--- src/rtl/multiplicador_8bits_seq_if.sv ---
// Operand/result bundle for the sequential 8x8 multiplier.
// master drives operands and start; slave returns product and status.
interface multiplicador_8bits_seq_if;
    logic        start;
    logic [7:0]  A;
    logic [7:0]  B;
    logic [15:0] Produto;
    logic        Overflow;
    logic        Zero;
    logic        busy;
    logic        done;

    modport master (
        output start, A, B,
        input  Produto, Overflow, Zero, busy, done
    );

    modport slave (
        input  start, A, B,
        output Produto, Overflow, Zero, busy, done
    );
endinterface

--- src/rtl/multiplicador_8bits_seq.sv ---
// Sequential 8x8 unsigned shift-and-add multiplier, 16-bit product.
// One multiplier bit per clock, fixed 8-cycle latency, one-cycle done.
module multiplicador_8bits_seq (
    input  logic                            clk,
    input  logic                            rst,
    multiplicador_8bits_seq_if.slave        bus
);
    typedef enum logic [1:0] {IDLE, CALC, DONE} state_t;

    state_t      state_q, state_d;
    logic [7:0]  mcand;
    logic [16:0] acc;
    logic [3:0]  cnt;
    logic [15:0] produto;
    logic        overflow;
    logic        zero;
    logic [8:0]  upper_sum;
    logic [16:0] shifted;

    // 9-bit add keeps the carry, which lands in bit 15 after the shift
    always_comb begin
        upper_sum = acc[16:8];
        if (acc[0]) begin
            upper_sum = acc[16:8] + {1'b0, mcand};
        end
        shifted = {1'b0, upper_sum, acc[7:1]};
    end

    always_ff @(posedge clk or posedge rst) begin
        if (rst) begin
            state_q <= IDLE;
        end else begin
            state_q <= state_d;
        end
    end

    always_comb begin
        state_d = state_q;
        unique case (state_q)
            IDLE: if (bus.start) state_d = CALC;
            CALC: if (cnt == 4'd7) state_d = DONE;
            DONE: state_d = IDLE;
            default: state_d = IDLE;
        endcase
    end

    always_ff @(posedge clk or posedge rst) begin
        if (rst) begin
            mcand    <= '0;
            acc      <= '0;
            cnt      <= '0;
            produto  <= '0;
            overflow <= 1'b0;
            zero     <= 1'b0;
        end else begin
            unique case (state_q)
                IDLE: begin
                    if (bus.start) begin
                        mcand <= bus.A;
                        acc   <= {9'b0, bus.B};
                        cnt   <= '0;
                    end
                end
                CALC: begin
                    acc <= shifted;
                    cnt <= cnt + 4'd1;
                    if (cnt == 4'd7) begin
                        produto  <= shifted[15:0];
                        overflow <= |shifted[15:8];
                        zero     <= ~|shifted[15:0];
                    end
                end
                default: ;
            endcase
        end
    end

    assign bus.Produto  = produto;
    assign bus.Overflow = overflow;
    assign bus.Zero     = zero;
    assign bus.busy     = (state_q != IDLE);
    assign bus.done     = (state_q == DONE);
endmodule

--- src/flat_wrapper.sv ---
// flat-port wrapper written by rule: the top's interface ports become plain ports
module multiplicador_8bits_seq_flat 
  (clk, rst, bus_start, bus_A, bus_B, bus_Produto, bus_Overflow, bus_Zero, bus_busy, bus_done);
  multiplicador_8bits_seq_if bus_i ();
  input  logic clk;
  input  logic rst;
  input wire logic [$bits(bus_i.start)-1:0] bus_start;
  input wire logic [$bits(bus_i.A)-1:0] bus_A;
  input wire logic [$bits(bus_i.B)-1:0] bus_B;
  output wire logic [$bits(bus_i.Produto)-1:0] bus_Produto;
  output wire logic [$bits(bus_i.Overflow)-1:0] bus_Overflow;
  output wire logic [$bits(bus_i.Zero)-1:0] bus_Zero;
  output wire logic [$bits(bus_i.busy)-1:0] bus_busy;
  output wire logic [$bits(bus_i.done)-1:0] bus_done;
  assign bus_i.start = bus_start;
  assign bus_i.A = bus_A;
  assign bus_i.B = bus_B;
  assign bus_Produto = bus_i.Produto;
  assign bus_Overflow = bus_i.Overflow;
  assign bus_Zero = bus_i.Zero;
  assign bus_busy = bus_i.busy;
  assign bus_done = bus_i.done;
  multiplicador_8bits_seq u_core (.clk(clk), .rst(rst), .bus(bus_i));
endmodule
--- config.mk ---
export PLATFORM = sky130hd
export DESIGN_NAME = multiplicador_8bits_seq_flat
export DESIGN_NICKNAME = d
export VERILOG_FILES = /design/src/rtl/multiplicador_8bits_seq_if.sv /design/src/rtl/multiplicador_8bits_seq.sv /design/src/flat_wrapper.sv
export SDC_FILE = /design/constraint.sdc
export NUM_CORES = 1
export LEC_CHECK = 0
export CORE_ASPECT_RATIO = 0.5
export CORE_UTILIZATION = 29
export DETAILED_ROUTE_END_ITERATION = 10
export PLACE_DENSITY = 0.59
export SYNTH_ARGS = -nofsm -noshare
export SYNTH_HDL_FRONTEND = slang
export SYNTH_SLANG_ARGS = --single-unit
--- constraint.sdc ---
create_clock -name clk -period 5.3 [get_ports clk]
set_input_delay 1.06 -clock clk [delete_from_list [all_inputs] [get_ports clk]]
set_output_delay 1.06 -clock clk [all_outputs]
set_load 0.02 [all_outputs]
==> results of run 1 <==
[power by group through the flow]
stage	combinational, W	clock, W	sequential (W)
final	0.000963	0.000318	0.000684
after global placement	0.000949	0	0.000686
after detailed placement	0.000963	0	0.000690
after global routing	0.00109	0.000338	0.000707
after CTS	0.000969	0.000328	0.000684
after floorplan	0.000621	0	0.000716
[routing by layer]
layer	routed length, um	up-vias	track usage [%]
li1	-	946	-
met1	2710	916	18.9
met2	2410	25	22.2
met3	142	7	3.01
met4	56	0	4.22
met5	0	-	0
[registers in the layout (all words and copies together) (netlist names)]
signal,cells
u_core.acc,16
u_core.bus.Produto,16
u_core.mcand,8
u_core.cnt,4
u_core.state_q,2
u_core.bus.Overflow,1
u_core.bus.Zero,1
[cells in the mapped netlist (all sizes together)]
library cell,count
nor4,1
o211ai,2
nand3b,1
buf,2
nand3,12
a21oi,14
clkbuf,8
a211oi,1
o211a,1
and2,1
a21o,2
mux2i,4
o31a,1
inv,7
nor3,2
a2111oi,1
nand2b,3
xnor2,2
fa,1
nand4,4
nor3b,1
and2b,2
and4,1
a31o,2
dfrtp,48
nand2,62
nor2,22
o22ai,7
o21a,1
a221o,1
ha,9
o41ai,1
o21ai,23
a31oi,1
nor2b,4
[final timing paths]
path | to | startpoint | cells after the start
setup / recovery | u_core.bus.Zero | u_core.cnt[0] | 8
hold / removal | u_core.bus.Produto[11] | u_core.bus.Produto[11] | 2
setup reg to reg | u_core.bus.Zero | u_core.cnt[0] | 8
hold reg to reg | u_core.bus.Produto[11] | u_core.bus.Produto[11] | 2
max in group asynchronous | u_core.acc[14] | rst | 2
min in group asynchronous | u_core.bus.Produto[12] | rst | 2
[kinds of logic after synthesis]
family | Yosys count | synth area share, %
AO/OA/AOI/OAI | 58 | 16.4
XOR/XNOR | 2 | 0.744
buffers and inverters | 17 | 2.76
multiplexers | 4 | 1.70
AND/OR/NAND/NOR | 116 | 21.8
adder cells (fa/ha/maj) | 10 | 5.63
flip-flops | 48 | 51.0
[final cells by class]
cell class / instances / share of cell area, %
timing repair buffer: 38 / 12.8
sequential: 48 / 40.3
clock buffer: 6 / 4.66
clock inverter: 1 / 0.294
tap: 108 / 4.53
multi-input combinational: 190 / 36.6
inverter: 7 / 0.882
[metrics by stage]
stage	util, %	total power [W]
5_1_grt	39.2	0.00214
6_report	39.2	0.00196
4_1_cts	39.2	0.00198
3_5_place_dp	37.3	0.00165
2_1_floorplan	-	0.00134
3_3_place_gp	37.3	0.00164
[worst min-delay path, cell delays in order (launching register included)]
cell and delay, ns:
dfrtp_1 0.34, nand2_1 0.04, o21ai_0 0.06
==> reports/summary.txt, run 1 <==
Flop pwr share -> 34.8%
Tcrit/Tclk final -> 48.0%
Post-DRT Antenna Nets -> 0
First-pass GRT wire length -> 9120 um
Top-area cell type share of the netlist area -> 51.0%
ANT cells -> 0
WL final -> 5310 um
Synthesis-to-finish area growth -> 26.5%
Final Cell Area -> 0.00298 sq mm
TritonCTS buffer count -> 5
Post-DP HPWL -> 3810 um
Peak supply drop -> 0.288 mV
Share of post-route cells with drive strength above 1 -> 5.52%
Final Hold Viols -> 0
Status -> finished, final reports clean
Total die area -> 0.00851 sq mm
Die height -> 65.7 um
Root Buffer -> clkbuf_16
Initial DRC count -> 65
Fillers -> 768
CP dominant cell by count -> nand2_1
Post-place setup slack -> 2.53 ns
Area after DPL -> 0.00283 sq mm
Synth Instances -> 255
Vias in the first global route -> 1846
Area of the multi-input gates -> 0.00109 sq mm
Max-slew violation count -> 0
CP arrival -> 2.77 ns
Commonest non-fill, non-tap cell in the layout -> nand2_1
Critical Path Start Type -> register
Register bit count reported by yosys -> 48
P_int -> 0.00113 W
FF+latch area -> 0.00120 sq mm
Detailed Routing Iterations Pass 1 -> 5
Non-filler cells, final -> 398
Skew-Pair Late Insertion Delay -> 0.29 ns
Setup TNS -> 0 ns
Core Region -> 0.00760 sq mm
Max clock buf depth -> 2
CP required -> 5.53 ns
Chip width -> 129 um
Max cap viols -> 0
Worst-path maximum fanout -> 22
# resized after CTS -> 0
Final Critical Period -> 2.54 ns
I/O Pins -> 39
CTS tree -> done
FF-to-FF setup slack -> 2.76 ns
CP max stage delay -> 0.55 ns
Cell taking the most area after synthesis -> dfrtp_1
Final setup margin -> 2.76 ns
Unrepaired setup endpoints after global routing -> no
Sequential area share after synthesis -> 51.0%
Distinct cells, synth -> 41
NumNets Final -> 319
IO Port Bufs -> 38
Worst min-delay path class -> register to register
Vias per cell -> 4.76
Reg clk slew, reported paths -> 0.06 ns
Setup bufs post-CTS -> 0
Htree depth -> 2
Cts hold-fix bufs -> 0
Skew final -> 0.00605 ns
Commonest non-fill, non-tap cells in the layout -> 62 x nand2_1, 48 x dfrtp_1, 38 x clkdlybuf4s50_1
Relative slew slack -> 32.0%
Drc violations -> 0
Buf/Inv on CP -> 1
Syn avg cell area -> 9.24 sq um
Switching Fraction -> 42.4%
Crit path kind -> register to register
Logic pwr share -> 49.0%
Dpl cells -> 391
Mapped cell area -> 0.00236 sq mm
Worst-path cell chain -> ha_1 -> nand2_1 -> nor2_1 -> nand2_1 -> inv_1 -> nand3_1 -> a2111oi_4 -> a31o_1
GRT overflow -> 0
Initial antenna violation count -> 0
Worst hold margin -> 0.476 ns
RePlAce Congestion -> 0.818
Syn. warnings -> 0
Top post-synthesis cells by area -> dfrtp_1 51%, nand2_1 9.9%, o21ai_0 4.9%
FMAX -> 393 MHz
Total GRT Usage -> 13.9%
Worst slew pin tran -> 1.02 ns
CP endpoint kind -> register
Psw -> 0.000833 W
Total clock sinks -> 48
Initial core utilization -> 31.0%
Family with the most delay on the worst path -> simple AND/OR/NAND/NOR gates
Slowest cell on crit path -> inv_1
# rows -> 22
Finish-stage setup viols -> 0
Leakage dissipation -> 1.32 nW
Via count -> 1894
Largest net degree at the start of global routing -> 49
Drt wl/cell -> 13.3 um
Clock power frac -> 16.2%
Power Density -> 659 mW/mm^2
Syn_nets -> 284
Note: power is estimated with default switching activity, not from simulation.
==> run 2: changes to the inputs <==
--- a/config.mk
+++ b/config.mk
@@ -8,7 +8,7 @@
 export CORE_ASPECT_RATIO = 0.5
 export CORE_UTILIZATION = 29
 export DETAILED_ROUTE_END_ITERATION = 10
-export PLACE_DENSITY = 0.59
+export PLACE_DENSITY = 0.6
 export SYNTH_ARGS = -nofsm -noshare
 export SYNTH_HDL_FRONTEND = slang
 export SYNTH_SLANG_ARGS = --single-unit
==> constraint.sdc (replaced) <==
create_clock -name clk -period 2.3 [get_ports clk]
set_input_delay 0.46 -clock clk [delete_from_list [all_inputs] [get_ports clk]]
set_output_delay 0.46 -clock clk [all_outputs]
set_load 0.02 [all_outputs]
==> reports/summary.txt, run 2 (synthesis results as in run 1) <==
Status -> finished, final reports clean
Skew final -> 0.00449 ns
Slowest cell on crit path -> dfrtp_1
Max cap viols -> 0
Vias in the first global route -> 1980
Commonest non-fill, non-tap cell in the layout -> nand2_1
Reg clk slew, reported paths -> 0.06 ns
FMAX -> 457 MHz
Detailed Routing Iterations Pass 1 -> 4
Drc violations -> 0
Unrepaired setup endpoints after global routing -> no
Initial DRC count -> 89
Htree depth -> 2
Buf/Inv on CP -> 1
Tcrit/Tclk final -> 95.2%
Relative slew slack -> 50.2%
Largest net degree at the start of global routing -> 22
CTS tree -> done
WL final -> 5760 um
Initial core utilization -> 31.0%
Peak supply drop -> 0.521 mV
FF-to-FF setup slack -> 0.11 ns
I/O Pins -> 39
Power Density -> 1540 mW/mm^2
Worst-path maximum fanout -> 3
Final Hold Viols -> 0
Die height -> 65.7 um
First-pass GRT wire length -> 9820 um
CP required -> 2.46 ns
Chip width -> 129 um
Share of post-route cells with drive strength above 1 -> 9.30%
Via count -> 1980
Family with the most delay on the worst path -> compound AO/OA/AOI/OAI gates
Max clock buf depth -> 2
CP max stage delay -> 0.40 ns
Worst slew pin tran -> 0.748 ns
Post-DRT Antenna Nets -> 0
NumNets Final -> 329
Post-DP HPWL -> 4390 um
Worst-path cell chain -> ha_1 -> inv_1 -> fa_2 -> nor2b_4 -> o31a_4 -> o211ai_2 -> a21oi_2 -> a2111oi_4 -> a31oi_1
Cts hold-fix bufs -> 0
Worst min-delay path class -> register to register
Crit path kind -> register to register
Post-layout util -> 40.3%
Commonest non-fill, non-tap cells in the layout -> 62 x nand2_1, 48 x dfrtp_1, 38 x clkdlybuf4s50_1
CP endpoint kind -> register
GRT overflow -> 0
Max-slew violation count -> 0
Vias per cell -> 4.84
CP arrival -> 2.35 ns
ANT cells -> 0
Final Critical Period -> 2.19 ns
Setup TNS -> 0 ns
Root Buffer -> clkbuf_16
Synthesis-to-finish area growth -> 30.1%
Total GRT Usage -> 14.9%
Total clock sinks -> 48
Core Region -> 0.00760 sq mm
Finish-stage setup viols -> 0
# rows -> 22
Leakage dissipation -> 1.37 nW
IO Port Bufs -> 38
TritonCTS buffer count -> 5
Fillers -> 770
Initial antenna violation count -> 0
Drt wl/cell -> 14.1 um
Critical Path Start Type -> register
RePlAce Congestion -> 0.879
Total die area -> 0.00851 sq mm
Skew-Pair Late Insertion Delay -> 0.29 ns
==> run 2: area by class of cell <==
class	instances	area [sq um]	area share [%]
multi-input cells	190	1100	35.8
clock buffers	7	143	4.65
well taps	108	135	4.41
flip-flops and latches	48	1200	39.2
inverters	7	26.3	0.857
clock inverters	1	7.51	0.245
repair buffers	48	455	14.9
==> run 2: tightest hold or removal path: cells and delay by family, from the launching register on <==
family	cells	cell delay [ns]
DFF	1	0.34
AOI/OAI and AO/OA	1	0.06
and+or+nand+nor	1	0.05
==> run 2: through the flow <==
| stage | hold WS [ns] | total power [W] | cell area, sq um | cells | setup WS, ns |
|---|---|---|---|---|---|
| 2_1_floorplan | 0.450 | 0.00308 | 2360 | 255 | 0.275 |
| 3_3_place_gp | 0.465 | 0.00384 | 2900 | 400 | 0.181 |
| 3_5_place_dp | 0.470 | 0.00394 | 2900 | 400 | 0.0828 |
| 4_1_cts | 0.485 | 0.00470 | 3050 | 408 | 0.0610 |
| 5_1_grt | 0.508 | 0.00509 | 3060 | 409 | 0.00382 |
| 6_report | 0.481 | 0.00473 | 3060 | 409 | 0.110 |
==> run 2: worst paths after layout <==
check,startpoint,to,cells after the start
worst max-delay path,u_core.acc[8],u_core.bus.Overflow,9
worst min-delay path,u_core.bus.Produto[10],u_core.bus.Produto[10],2
worst max register to register,u_core.acc[8],u_core.bus.Overflow,9
worst min register to register,u_core.bus.Produto[10],u_core.bus.Produto[10],2
max in group asynchronous,rst,u_core.bus.Produto[1],3
min in group asynchronous,rst,u_core.acc[15],2
==> run 2: repair_timing <==
item,in CTS,in global routing
buffers inserted,0,1
endpoints found under the setup margin,0,2
resized for setup,0,2
==> run 2: metal layers <==
| metal | wire length (um) | track usage, % |
|---|---|---|
| met5 | 0 | 0 |
| met4 | 40 | 4.22 |
| met2 | 2730 | 25.3 |
| met1 | 2840 | 19.9 |
| met3 | 152 | 2.04 |
==> run 2: power breakdown <==
part	total (W)	switching [W]	leakage [nW]	internal, W
combinational	0.00244	0.00140	0.713	0.00104
clock	0.000749	0.000315	0.0701	0.000433
sequential	0.00154	0.000297	0.587	0.00124
==> run 3: changes to the inputs <==
--- a/config.mk
+++ b/config.mk
@@ -5,6 +5,7 @@
 export SDC_FILE = /design/constraint.sdc
 export NUM_CORES = 1
 export LEC_CHECK = 0
+export CAP_MARGIN = 20
 export CORE_ASPECT_RATIO = 0.5
 export CORE_UTILIZATION = 29
 export DETAILED_ROUTE_END_ITERATION = 10
==> results of run 3 <==
No change in the layout: final DEF, timing and power equal those of run 2.
